File: src/rtl/sdram_tc_pkg.sv
// Shared types and constants for the SDRAM traffic checker: FSM states,
// data-pattern mode encodings and the LFSR step used for pseudo-random data.
package sdram_tc_pkg;

  typedef enum logic [1:0] {
    ST_IDLE  = 2'd0,
    ST_WRITE = 2'd1,
    ST_READ  = 2'd2,
    ST_DONE  = 2'd3
  } tc_state_e;

  localparam logic [1:0] MODE_ADDR  = 2'd0;
  localparam logic [1:0] MODE_NADDR = 2'd1;
  localparam logic [1:0] MODE_LFSR  = 2'd2;
  localparam logic [1:0] MODE_WALK  = 2'd3;

  // Right-shifting Galois mask for x^32 + x^22 + x^2 + x + 1
  localparam logic [31:0] LFSR_POLY = 32'h8020_0003;

  function automatic logic [31:0] lfsr_next(input logic [31:0] s);
    lfsr_next = {1'b0, s[31:1]} ^ (s[0] ? LFSR_POLY : 32'h0000_0000);
  endfunction

endpackage

File: src/rtl/sdram_tc_pattern_gen.sv
// Data pattern source shared by the write and read phases; reloading it at each
// phase start makes the read-back sequence identical to the written one.
module sdram_tc_pattern_gen
  import sdram_tc_pkg::*;
#(
  parameter int          ADDR_W = 32,
  parameter int          DATA_W = 32,
  parameter logic [31:0] SEED   = 32'hACE1_2345
) (
  input  logic              clk,
  input  logic              rst,
  input  logic [1:0]        mode,
  input  logic [31:0]       index,
  input  logic [ADDR_W-1:0] addr,
  input  logic              load,
  input  logic              step,
  output logic [DATA_W-1:0] data
);

  logic [31:0]       lfsr_r;
  logic [DATA_W-1:0] addr_ext_s;
  logic [DATA_W-1:0] walk_s;

  assign addr_ext_s = DATA_W'(addr);
  assign walk_s     = DATA_W'(1'b1) << (index % 32'(DATA_W));

  // LFSR state: reseeded at phase start, advanced once per accepted request
  always_ff @(posedge clk or posedge rst) begin
    if (rst) begin
      lfsr_r <= SEED;
    end else if (load) begin
      lfsr_r <= SEED;
    end else if (step) begin
      lfsr_r <= lfsr_next(lfsr_r);
    end
  end

  // Pattern select for the current word
  always_comb begin
    data = addr_ext_s;
    case (mode)
      MODE_ADDR:  data = addr_ext_s;
      MODE_NADDR: data = ~addr_ext_s;
      MODE_LFSR:  data = DATA_W'(lfsr_r);
      MODE_WALK:  data = walk_s;
      default:    data = addr_ext_s;
    endcase
  end

endmodule

File: config.mk
export PLATFORM = sky130hd
export DESIGN_NAME = sdram_tc_pattern_gen
export DESIGN_NICKNAME = d
export VERILOG_FILES = /design/src/rtl/sdram_tc_pkg.sv /design/src/rtl/sdram_tc_pattern_gen.sv
export SDC_FILE = /design/constraint.sdc
export NUM_CORES = 1
export LEC_CHECK = 0
export BUFFER_PORTS_ARGS = -buffer_cell sky130_fd_sc_hd__buf_4
export CAP_MARGIN = 30
export CORE_MARGIN = 10
export CORE_UTILIZATION = 48
export CTS_BUF_LIST = sky130_fd_sc_hd__clkbuf_16
export CTS_CLUSTER_SIZE = 30
export DETAILED_ROUTE_END_ITERATION = 12
export HOLD_SLACK_MARGIN = 0.03
export MAX_ROUTING_LAYER = met4
export PLACE_DENSITY = 0.83
export SYNTH_ARGS = -nofsm -noshare
export SYNTH_HDL_FRONTEND = slang
export SYNTH_SLANG_ARGS = --single-unit
export TNS_END_PERCENT = 50
File: constraint.sdc
create_clock -name clk -period 1.5 [get_ports clk]
set_input_delay 0.15 -clock clk [delete_from_list [all_inputs] [get_ports clk]]
set_output_delay 0.15 -clock clk [all_outputs]
set_load 0.03 [all_outputs]
# Word-level counts from Yosys, hierarchy flattened
# Index checks and enable logic that the tools add are counted.
# word_totals
n_memories	0
mem_bits_ro	0
latchBits	0
regBits	32
ramBits	0
elab_cells	13
inputBits	70
# op_classes
div_mod_pow	0
reduce_logical	2
n_addsub	0
n_eq_ne	3
mul	0
n_bitwise	2
shift	1
magnitude_cmp	0
muxes	4
# op_table
operator	count
one-hot mux 32 bit (4 select lines)	1
2-to-1 mux 32 bit	3
inverter 32 bit	1
<< shifter 1 x 5 -> 32 bit (first input constant)	1
XOR 31 x 32 -> 32 bit	1
== test 2 bit (second input constant)	2
== test 2 x 1 -> 1 bit (second input constant)	1
logical NOT 2 bit	1
nonzero test 2 bit	1

# Logic depth before layout (Yosys ltp)
# logic_depth
ltp_word	4
ltp_mapped	5
depth_no_buf	3

# Worst setup path after synthesis
# Ideal clock, no wire load.
# synth_path
kind	input port to output port
start	input port index[4]
end	output port data[6]
path_buffers	2
arrival_ns	1.185
required_ns	1.350
setup_slack_ns	0.165
path_stages	5
cell_sequence	and3b_1 > buf_4 > buf_6 > nand3_1 > a21oi_1
# synth_between
elab_chain_cells	2
# synth_rtl
item	line_no	source
from (decl)	sdram_tc_pattern_gen.sv:13	input logic [31:0] index,
<< shifter 1 x 5 -> 32 bit	sdram_tc_pattern_gen.sv:25	assign walk_s = DATA_W'(1'b1) << (index % 32'(DATA_W));
one-hot mux 32 bit (4 select lines)	sdram_tc_pattern_gen.sv:41	case (mode)
to (decl)	sdram_tc_pattern_gen.sv:17	output logic [DATA_W-1:0] data
# Every way passes these cells.

# Final worst setup path
# layout_path
start	register lfsr_r[0]
end	output port data[0]
# layout_between
elab_chain_cells	1
# layout_rtl
item	line_no	source
from (decl)	sdram_tc_pattern_gen.sv:20	logic [31:0] lfsr_r;
from (signal assigned)	sdram_tc_pattern_gen.sv:34	lfsr_r <= lfsr_next(lfsr_r);
one-hot mux 32 bit (4 select lines)	sdram_tc_pattern_gen.sv:41	
# Every way passes these cells.

==> results.yml <==
pwr:
  p_total_uw: 2807
  leakagePower_uw: 0.001366
  power_per_cell_area_nw_per_um2: 897.3
  ir_drop_v: 0.0005947
sta:
  clock_skew_ps: 5.166
  whs_ps: 255.8
  slew_viol_final: 0
  setup_tns_ps: 0
  hold_viol: 0
  rsz0062_at_grt: "no"
  tightest_slew_ps: 570.6
  max-slew-margin-rel: 0.6196
  post-route-min-period_ps: 1471
  max_freq_mhz: 679.6
  fin_crit_sh: 0.9810
  finalSetupViolCount: 0
cts:
  numClockSinks: 32
  ctsHtreeMaxLevel: 2
  cts_setup_buffers: 0
  numCtsBuffers: 5
  cts_tree: "built"
  cts_buffer_depth: 2
  cts_root_buffer: "clkbuf_16"
  clkTransAtPathRegs_ps: 50
  clk_latency_ps: 280
floorplanning:
  coreArea_um2: 4755
  start_util: 0.4982
  ios: 102
  dieArea_um2: 8144
  die_x_um: 90.25
  rows: 25
  die_h_um: 90.25
layout:
  reg_top3: "lfsr_r (32)"
  nets: 443
  stdcell_area_um2: 3128
  largest_reg_flops: 32
  antenna_cells: 0
  stdcell_count: 441
  layout-drive-gt1-share: 0.3128
  areaGrowthSynthToFinish_pct: 32.07
  regMostFlops: "lfsr_r"
synth:
  yosysSeqAreaShare: 0.3455
  synth_cell_type_count: 24
  yosys_warnings: 0
  syn_avg_cell_area_um2: 7.715
  synthCells: 307
  synth-seq-cells: 32
  syn_nets: 377
  syn-cell-area_um2: 2369
grt:
  track_usage: 0.1853
  overflow: 0
  antenna_found_initial: 0
  grt_max_degree: 48
  first_global_vias: 2398
  grt_pass1_wl_mm: 12.39
setup_path:
  required_ps: 1350
  timing.rr.end: "lfsr_r[21]$_DFFE_PP1P_"
  start_kind: "register"
  timing.rr.start: "lfsr_r[0]$_DFFE_PP1P_"
  reg2reg_slack_ps: 340
  arrival_ps: 1320
  critPathKind: "reg -> out"
  crit_start: "lfsr_r[0]$_DFFE_PP1P_"
  crit_fanout: 6
  r2r_cells: 3
  crit_path_end_kind: "output port"
drt:
  drc: 0
  wire_per_inst_um: 17.18
  first_iter_violations: 257
  num_vias: 2619
  routed_wl_mm: 7.578
  vias_per_cell: 5.939
  drtPass1Iterations: 5
  postRouteAntennaNets: 0
hold_path:
  hold_class: "in -> reg"
  holdPathStages: 2
  worstHoldStart: "load"
  min_to: "lfsr_r[30]$_DFFE_PP0P_"
placement:
  dp_hpwl_mm: 5.373
  gp_congestion: 0.8375
  place_area_um2: 2970
  io_buffers: 74
  placed_cells: 432
outcome:
  status: "completed"
flow_run:
  max_cap_viol_count: 0
worst max-delay path: stages (launching register included):
cell,delay [ps]
dfstp_2,590
o21ai_1,90
a21oi_2,180
buf_4,190
layout make-up:
cell class	count	area, µm²
clock inverter	3	18.77
multi-input combinational	238	1341
fill	416	1627
inverter	2	7.507
sequential	32	818.3
timing repair buffer	94	733.2
tap	67	83.83
clock buffer	5	125.1
cell usage after synthesis:
cell type | count | area, µm²
o21ai_0 | 56 | 280.3
a21oi_1 | 34 | 170.2
nand3_1 | 32 | 160.2
nor3_1 | 32 | 160.2
nor2_1 | 21 | 78.83
dfrtp_1 | 18 | 450.4
mux2i_1 | 17 | 170.2
nor2b_1 | 16 | 100.1
dfstp_2 | 14 | 367.9
buf_2 | 13 | 65.06
a211o_1 | 12 | 105.1
clkbuf_1 | 11 | 41.29
o21ai_1 | 8 | 40.04
buf_4 | 5 | 37.54
buf_6 | 5 | 56.30
and2_1 | 2 | 12.51
and3_1 | 2 | 12.51
inv_1 | 2 | 7.510
xnor2_1 | 2 | 17.52
a211oi_1 | 1 | 7.510
and3b_1 | 1 | 8.760
clkbuf_2 | 1 | 5.000
o21bai_1 | 1 | 7.510
or2_2 | 1 | 6.260
power by group:
group	leakage [µW]	switching, µW	internal [µW]	total, µW
clock	0.0000736	375	610	985
combinational	0.000905	492	341	833
sequential	0.000388	49.0	940	989
total	0.00137	916	1890	2810
cells in the final DEF (no fill, tap or decap), drive strengths merged:
cell and count:
xnor2 2, dfstp 14, nor3 32, inv 2
and3 2, nor2 21, nand3 32, a21oi 34
and3b 1, clkbuf 5, nor2b 16, buf 93
and2 2, o21ai 64, o21bai 1, a211o 12
dfrtp 18, or2 1, dlygate4sd3 1, mux2i 17
clkinv 3, a211oi 1
kinds of logic (layout without fill, tap and decap cells):
kind of cell / count (synthesis) / in the layout / share of synthesized area
XOR/XNOR: 2 / 2 / 0.007397
flip-flops: 32 / 32 / 0.3455
buffers and inverters: 37 / 104 / 0.08980
multiplexers: 17 / 17 / 0.07184
AND/OR/NAND/NOR: 107 / 107 / 0.2277
AO/OA/AOI/OAI: 112 / 112 / 0.2578
through the flow:
stage          setup slack (ps)  utilization
6_report                  28.50       0.6579
5_1_grt                   7.195       0.6579
4_1_cts                   34.11       0.6579
3_5_place_dp              130.2       0.6247
3_3_place_gp              141.5       0.6247
2_1_floorplan             165.4            -
routing by layer:
| metal | GRT usage | vias to the layer above | share of wire |
|---|---|---|---|
| met5 | - | - | 0 |
| met1 | 0.2300 | 1222 | 0.43 |
| met2 | 0.2863 | 127 | 0.47 |
| met4 | 0.08488 | 0 | 0.030 |
| met3 | 0.03325 | 32 | 0.067 |
| li1 | - | 1238 | - |
worst max-delay path by stage:
stage / to / slack [ps] / depth (start not counted)
floorplan: data[6] / 170 / 5
global placement: data[0] / 140 / 6
detailed placement: data[0] / 130 / 6
CTS: data[0] / 30 / 3
global route: data[15] / 7 / 6
finish: data[0] / 30 / 3
what timing repair did:
item                                    CTS  global route
endpoints found under the hold margin    18             0
endpoints found under the setup margin    1             0
resized for setup                         1             0
hold buffers                              1             0
(Power assumes the default switching activity.)
